==> config.mk <==
export PLATFORM = sky130hd
export DESIGN_NAME = fft_peak_bin_flat
export DESIGN_NICKNAME = d
export VERILOG_FILES = /design/src/rtl/tone_pkg.sv /design/src/rtl/fft_peak_bin_if.sv /design/src/rtl/fft_peak_bin_mag_sq.sv /design/src/rtl/fft_peak_bin.sv /design/src/flat_wrapper.sv
export SDC_FILE = /design/constraint.sdc
export NUM_CORES = 2
export LEC_CHECK = 0
export BUFFER_PORTS_ARGS = -buffer_cell sky130_fd_sc_hd__clkbuf_2
export CORE_MARGIN = 2
export CORE_UTILIZATION = 59
export DETAILED_ROUTE_END_ITERATION = 12
export PLACE_DENSITY = 0.86
export SLEW_MARGIN = 20
export SYNTH_ARGS = -nofsm -noshare
export SYNTH_HDL_FRONTEND = slang
export SYNTH_SLANG_ARGS = --single-unit
export TNS_END_PERCENT = 50
==> constraint.sdc <==
create_clock -name clk_in -period 6.4 [get_ports clk_in]
set_clock_uncertainty 0.05 [all_clocks]
set_input_delay 1.28 -clock clk_in [delete_from_list [all_inputs] [get_ports clk_in]]
set_output_delay 1.28 -clock clk_in [all_outputs]
set_load 0.02 [all_outputs]
==> src/rtl/tone_pkg.sv <==
// tone_pkg: shared types and constants for the tone-detection front end
package tone_pkg;
  typedef enum logic [0:0] {SCAN, RESYNC} peak_state_t;
  localparam int FFT_LEN_DEFAULT = 1024;
  localparam int RE_LSB = 0;
  localparam int IM_LSB = 16;
endpackage

==> src/rtl/fft_peak_bin_if.sv <==
// fft_peak_bin_if: FFT input stream and peak result handshake
interface fft_peak_bin_if #(parameter int BIN_W = 10);
  logic [31:0]      fft_tdata;
  logic             fft_tvalid;
  logic             fft_tlast;
  logic [BIN_W-1:0] peak_bin;
  logic [32:0]      peak_mag;
  logic             peak_valid;
  logic             peak_ready;
  logic             frame_err;
  logic             overrun;
  modport master(output fft_tdata, fft_tvalid, fft_tlast, peak_ready,
                 input peak_bin, peak_mag, peak_valid, frame_err, overrun);
  modport slave(input fft_tdata, fft_tvalid, fft_tlast, peak_ready,
                output peak_bin, peak_mag, peak_valid, frame_err, overrun);
endinterface

==> src/rtl/fft_peak_bin_mag_sq.sv <==
// mag_sq: two-stage pipelined re^2 + im^2 with valid/tag sideband
module mag_sq #(
  parameter int TAG_W = 8
) (
  input  logic              clk_in,
  input  logic              rst_in_n,
  input  logic              in_valid,
  input  logic signed [15:0] in_re,
  input  logic signed [15:0] in_im,
  input  logic [TAG_W-1:0]  in_tag,
  output logic              out_valid,
  output logic [32:0]       out_mag,
  output logic [TAG_W-1:0]  out_tag
);
  logic             v1;
  logic [31:0]      rr, ii;
  logic [TAG_W-1:0] t1;
  always_ff @(posedge clk_in or negedge rst_in_n) begin
    if (!rst_in_n) begin
      v1 <= 1'b0;
      rr <= '0;
      ii <= '0;
      t1 <= '0;
      out_valid <= 1'b0;
      out_mag <= '0;
      out_tag <= '0;
    end else begin
      v1 <= in_valid;
      rr <= $unsigned(32'(in_re) * 32'(in_re));
      ii <= $unsigned(32'(in_im) * 32'(in_im));
      t1 <= in_tag;
      out_valid <= v1;
      out_mag <= {1'b0, rr} + {1'b0, ii};
      out_tag <= t1;
    end
  end
endmodule

==> src/rtl/fft_peak_bin.sv <==
// fft_peak_bin: per-frame peak |X|^2 bin search over a window of FFT bins
module fft_peak_bin import tone_pkg::*; #(
  parameter int FFT_LEN = FFT_LEN_DEFAULT,
  parameter int MIN_BIN = 1,
  parameter int MAX_BIN = FFT_LEN / 2 - 1,
  parameter int BIN_W   = $clog2(FFT_LEN)
) (
  input logic clk_in,
  input logic rst_in_n,
  fft_peak_bin_if.slave bus
);
  localparam logic [BIN_W-1:0] LO = BIN_W'(MIN_BIN);
  localparam logic [BIN_W-1:0] HI = BIN_W'(MAX_BIN);
  localparam logic [BIN_W-1:0] LAST = BIN_W'(FFT_LEN - 1);
  localparam int TAG_W = BIN_W + 4;
  peak_state_t      state;
  logic [BIN_W-1:0] cnt, max_bin, cand_bin, s_bin, o_bin;
  logic [32:0]      max_mag, cand_mag, s_mag, o_mag;
  logic [TAG_W-1:0] r_tag, s_tag;
  logic [31:0]      r_data;
  logic             r_valid, s_valid, scan, at_end;
  logic             s_commit, s_err, s_keep, s_clr, hit, commit;
  logic             o_valid, o_err, o_over;
  always_comb begin
    scan = state == SCAN;
    at_end = cnt == LAST;
    {s_bin, s_commit, s_err, s_keep, s_clr} = s_tag;
    hit = s_valid && s_keep && s_mag > max_mag;
    cand_mag = hit ? s_mag : max_mag;
    cand_bin = hit ? s_bin : max_bin;
    commit = s_valid && s_commit;
  end
  // Frame classification happens on entry; the tag carries the verdict down the pipe
  always_ff @(posedge clk_in or negedge rst_in_n) begin
    if (!rst_in_n) begin
      state <= SCAN;
      cnt <= '0;
      r_valid <= 1'b0;
      r_data <= '0;
      r_tag <= '0;
    end else begin
      r_valid <= bus.fft_tvalid;
      if (bus.fft_tvalid) begin
        r_data <= bus.fft_tdata;
        r_tag <= {cnt, scan && bus.fft_tlast && at_end, scan && (bus.fft_tlast ^ at_end),
                  scan && cnt >= LO && cnt <= HI, bus.fft_tlast || (scan && at_end)};
        cnt <= bus.fft_tlast ? '0 : cnt + 1'b1;
        state <= bus.fft_tlast ? SCAN : (scan && at_end) ? RESYNC : state;
      end
    end
  end
  mag_sq #(.TAG_W(TAG_W)) u_mag (
    .clk_in   (clk_in),
    .rst_in_n (rst_in_n),
    .in_valid (r_valid),
    .in_re    (r_data[RE_LSB +: 16]),
    .in_im    (r_data[IM_LSB +: 16]),
    .in_tag   (r_tag),
    .out_valid(s_valid),
    .out_mag  (s_mag),
    .out_tag  (s_tag)
  );
  always_ff @(posedge clk_in or negedge rst_in_n) begin
    if (!rst_in_n) begin
      max_mag <= '0;
      max_bin <= LO;
      o_bin <= '0;
      o_mag <= '0;
      o_valid <= 1'b0;
      o_err <= 1'b0;
      o_over <= 1'b0;
    end else begin
      o_err <= s_valid && s_err;
      if (s_valid) begin
        max_mag <= s_clr ? '0 : cand_mag;
        max_bin <= s_clr ? LO : cand_bin;
      end
      if (commit) begin
        o_bin <= cand_bin;
        o_mag <= cand_mag;
      end
      o_valid <= commit || (o_valid && !bus.peak_ready);
      if (commit && o_valid && !bus.peak_ready) o_over <= 1'b1;
    end
  end
  assign bus.peak_bin = o_bin;
  assign bus.peak_mag = o_mag;
  assign bus.peak_valid = o_valid;
  assign bus.frame_err = o_err;
  assign bus.overrun = o_over;
endmodule
==> src/flat_wrapper.sv <==
// flat-port wrapper written by rule: the top's interface ports become plain ports
module fft_peak_bin_flat import tone_pkg::*;
#(
  parameter int FFT_LEN = FFT_LEN_DEFAULT,
  parameter int MIN_BIN = 1,
  parameter int MAX_BIN = FFT_LEN / 2 - 1,
  parameter int BIN_W   = $clog2(FFT_LEN)
)
  (clk_in, rst_in_n, bus_fft_tdata, bus_fft_tvalid, bus_fft_tlast, bus_peak_ready, bus_peak_bin, bus_peak_mag, bus_peak_valid, bus_frame_err, bus_overrun);
  fft_peak_bin_if #(.BIN_W(BIN_W)) bus_i ();
  input logic clk_in;
  input logic rst_in_n;
  input wire logic [$bits(bus_i.fft_tdata)-1:0] bus_fft_tdata;
  input wire logic [$bits(bus_i.fft_tvalid)-1:0] bus_fft_tvalid;
  input wire logic [$bits(bus_i.fft_tlast)-1:0] bus_fft_tlast;
  input wire logic [$bits(bus_i.peak_ready)-1:0] bus_peak_ready;
  output wire logic [$bits(bus_i.peak_bin)-1:0] bus_peak_bin;
  output wire logic [$bits(bus_i.peak_mag)-1:0] bus_peak_mag;
  output wire logic [$bits(bus_i.peak_valid)-1:0] bus_peak_valid;
  output wire logic [$bits(bus_i.frame_err)-1:0] bus_frame_err;
  output wire logic [$bits(bus_i.overrun)-1:0] bus_overrun;
  assign bus_i.fft_tdata = bus_fft_tdata;
  assign bus_i.fft_tvalid = bus_fft_tvalid;
  assign bus_i.fft_tlast = bus_fft_tlast;
  assign bus_i.peak_ready = bus_peak_ready;
  assign bus_peak_bin = bus_i.peak_bin;
  assign bus_peak_mag = bus_i.peak_mag;
  assign bus_peak_valid = bus_i.peak_valid;
  assign bus_frame_err = bus_i.frame_err;
  assign bus_overrun = bus_i.overrun;
  fft_peak_bin #(.FFT_LEN(FFT_LEN), .MIN_BIN(MIN_BIN), .MAX_BIN(MAX_BIN), .BIN_W(BIN_W)) u_core (.clk_in(clk_in), .rst_in_n(rst_in_n), .bus(bus_i));
endmodule
==> flow_summary.toml <==
[clock_tree]
cts_inserted_buffers = 30
cts-root-buf = "clkbuf_16"
htreeDepth = 1
cts_tree = "done"
clk_pin_slew_worst_paths_ns = 0.07
cts_buffer_depth = 3
cts_sinks = 272
clk_latency_ns = 0.61

[synthesis]
synth_area_leaders = "fa_1 (32%), dfrtp_1 (23%), ha_1 (10%), inv_1 (8.7%), nand2_1 (2.5%)"
synth_edf_count = 0
synth-main-ff-cell = "dfrtp_1"
synth_area_um2 = 29800
ys_warn_count = 0
synth_cells = 3054
syn-num-nets = 3804
synth_top_area_share_pct = 31.6
synth.avg_cell_area_um2 = 9.75
ys_types = 74
synth-seq-cells = 272
async_reset_ff_share_pct = 100
yosysSeqAreaShare_pct = 22.9
yosys.area.top_type = "fa_1"

[global_routing]
globalRouteOverflowTotal = 0
grt_pass1_wl_mm = 113
grt_pass1_vias = 23712
antenna_found_initial = 1
grt_use_total_pct = 26.4
grt_max_degree = 146

[floorplan]
fp-row-count = 82
chipWidth_um = 229
die_h_um = 229
start_util_pct = 59.6
dieArea_um2 = 52300
boundaryPins = 83
core_area_um2 = 50000

[place]
placed_area_um2 = 31200
dp_hpwl_mm = 51.0
placed_cells = 3762
io_buffers = 82
gp_congestion = 0.919

[worst_setup_path]
reg2reg_depth = 20
start_kind = "register"
worstSetupPathType = "register to register"
slowest_stage = "fa_2"
reg2reg_from = "u_core.r_data[21]"
slowest_delay_ns = 0.58
critPathCaptureType = "register"
cp.arrival_ns = 6.71
worstPathRequired_ns = 6.85
crit_chain = "buf_4 -> nand2_1 -> fa_1 -> inv_1 -> fa_2 -> fa_1 -> fa_1 -> fa_1 -> inv_1 -> fa_1 -> inv_1 -> ha_1 -> and4_1 -> a31o_1 -> a21oi_2 -> o21ai_1 -> a21oi_2 -> o31ai_2 -> or4b_1 -> nand3_1"
worstPathMaxFanout = 7
rrSetupSlack_ns = 0.14
cp_common_cell = "fa_1"
cp-startpoint = "u_core.r_data[21]"
r2r-end = "u_core.u_mag.ii[30]"

[timing]
setup_tns_ns = 0
setup_viol_count_final = 0
tightest_slew_ns = 1.02
post-route-period-util_pct = 97.8
timing.hold.ws_ns = 0.288
clock.fmax_mhz = 160
fin_crit_ns = 6.26
hold_viol = 0
report.final.slew_viol_count = 0
relSlewSlack_pct = 31.7

[worst_hold_path]
holdPathStages = 0
hold_path.class = "register to register"
worstHoldStart = "u_core.u_mag.v1"
holdPathEnd = "u_core.u_mag.out_valid"

[final_layout]
layout_commonest_cell = "inv_1"
final.fill_count = 3689
final_cell_area_um2 = 32600
final_cell_mix = "inv_1 (684), fa_1 (467), dfrtp_1 (254)"
antenna_cells = 0
syn_to_final_growth_pct = 9.42
instances_no_fill = 3840
final_nets = 3894
drive_above_1_share_pct = 10.7

[status]
outcome = "complete, no violations"

[routing]
viasPerCell = 5.73
num_vias = 21990
first_pass_iters = 6
dr.first_iter.drc_count = 1970
drc = 0
drt_wl_total_mm = 67.0
wl_per_cell_um = 17.4
final_antenna_net_count = 0

[job]
maxCapViolations = 0
==> synthesized netlist by cell type (4+ instances only) <==
cell type,n
fa_1,470
and2_1,88
clkbuf_1,109
xor2_1,26
o21a_1,9
a221oi_1,5
o21ai_0,105
dfrtp_1,271
a21oi_1,81
a311o_1,4
a31oi_1,54
nor3_1,19
buf_1,10
o211ai_1,83
nor2_1,142
o21ai_1,6
or3_1,8
nand2_1,202
or2_2,6
a31o_2,11
nor2b_1,15
or4_1,4
clkinv_1,4
and3_1,9
o21bai_1,14
buf_2,5
nand3b_1,5
o31ai_1,5
nand4_1,55
nand3_1,68
xnor2_1,83
nand2b_1,28
a21o_1,24
mux2_2,28
inv_1,687
ha_1,243
a211oi_1,11
==> flip-flops by register name (all words and copies together), names as in the netlist <==
name,cells
u_core.bus.peak_mag,33
u_core.u_mag.out_tag,14
u_core.u_mag.out_valid,1
u_core.bus.overrun,1
u_core.u_mag.ii,31
u_core.bus.peak_valid,1
u_core.r_tag,14
u_core.max_mag,33
u_core.r_data,32
u_core.bus.frame_err,1
u_core.r_valid,1
u_core.state,1
u_core.u_mag.rr,31
u_core.max_bin,10
u_core.u_mag.out_mag,33
u_core.u_mag.t1,14
u_core.bus.peak_bin,10
u_core.cnt,10
u_core.u_mag.v1,1
==> timing repair <==
action,in CTS,in global routing
resized for setup,0,53
setup buffers,0,20
setup endpoints to repair,0,15
hold buffers,0,0
==> per-layer routing <==
| metal | up-vias | share of wire, % | track usage [%] |
|---|---|---|---|
| li1 | 9828 | - | - |
| met1 | 11067 | 38 | 33.1 |
| met2 | 874 | 52 | 46.7 |
| met3 | 221 | 6.3 | 3.26 |
| met4 | 0 | 4.2 | 10.7 |
| met5 | - | 0 | 0 |
==> cell type report <==
| class | count | area [um2] | area share, % |
|---|---|---|---|
| Clock buffer | 39 | 835 | 2.56 |
| Clock inverter | 17 | 216 | 0.664 |
| Inverter | 691 | 2600 | 7.97 |
| Multi-Input combinational cell | 1967 | 20000 | 61.5 |
| Sequential cell | 272 | 6830 | 21.0 |
| Tap cell | 672 | 841 | 2.58 |
| Timing Repair Buffer | 182 | 1230 | 3.76 |
==> kinds of logic (layout without fill, tap and decap cells) <==
logic type,Yosys count,count (layout),share of synthesized area [%]
muxes,31,31,1.16
and+or+nand+nor,667,667,10.9
xor gates and xnor gates,109,109,3.21
AOI/OAI and AO/OA,447,447,9.75
DFF,272,272,22.9
buffers and inverters,815,929,10.3
adders and majority gates,713,713,41.8
==> worst max-delay path by stage <==
stage / endpoint / slack, ns / cells after the start
after CTS: u_core.u_mag.rr[31] / 0.03 / 22
after floorplan: u_core.u_mag.ii[30] / 0.04 / 22
after global placement: u_core.u_mag.rr[31] / 0.25 / 21
after detailed placement: u_core.u_mag.rr[31] / 0.07 / 19
final: u_core.u_mag.ii[30] / 0.14 / 20
after global routing: u_core.u_mag.rr[31] / -0.06 / 22
==> worst max-delay path, delay by kind of cell, from the launching register on <==
kind                     cells  cell delay (ns)
AO/OA/AOI/OAI                5             0.81
flip-flops                   1             0.51
buffers and inverters        4             0.41
adder cells (fa/ha/maj)      7             3.45
AND/OR/NAND/NOR              4             0.94
==> metrics by stage <==
step	setup WS [ns]	utilization, %
after floorplan	0.0403	-
after global placement	0.249	62.4
after detailed placement	0.0664	62.4
after CTS	0.0297	64.5
after global routing	-0.0633	65.2
final	0.140	65.2
Power is not shown: default switching activity piles up to over one toggle a cycle in this logic, so the estimate is an artifact.
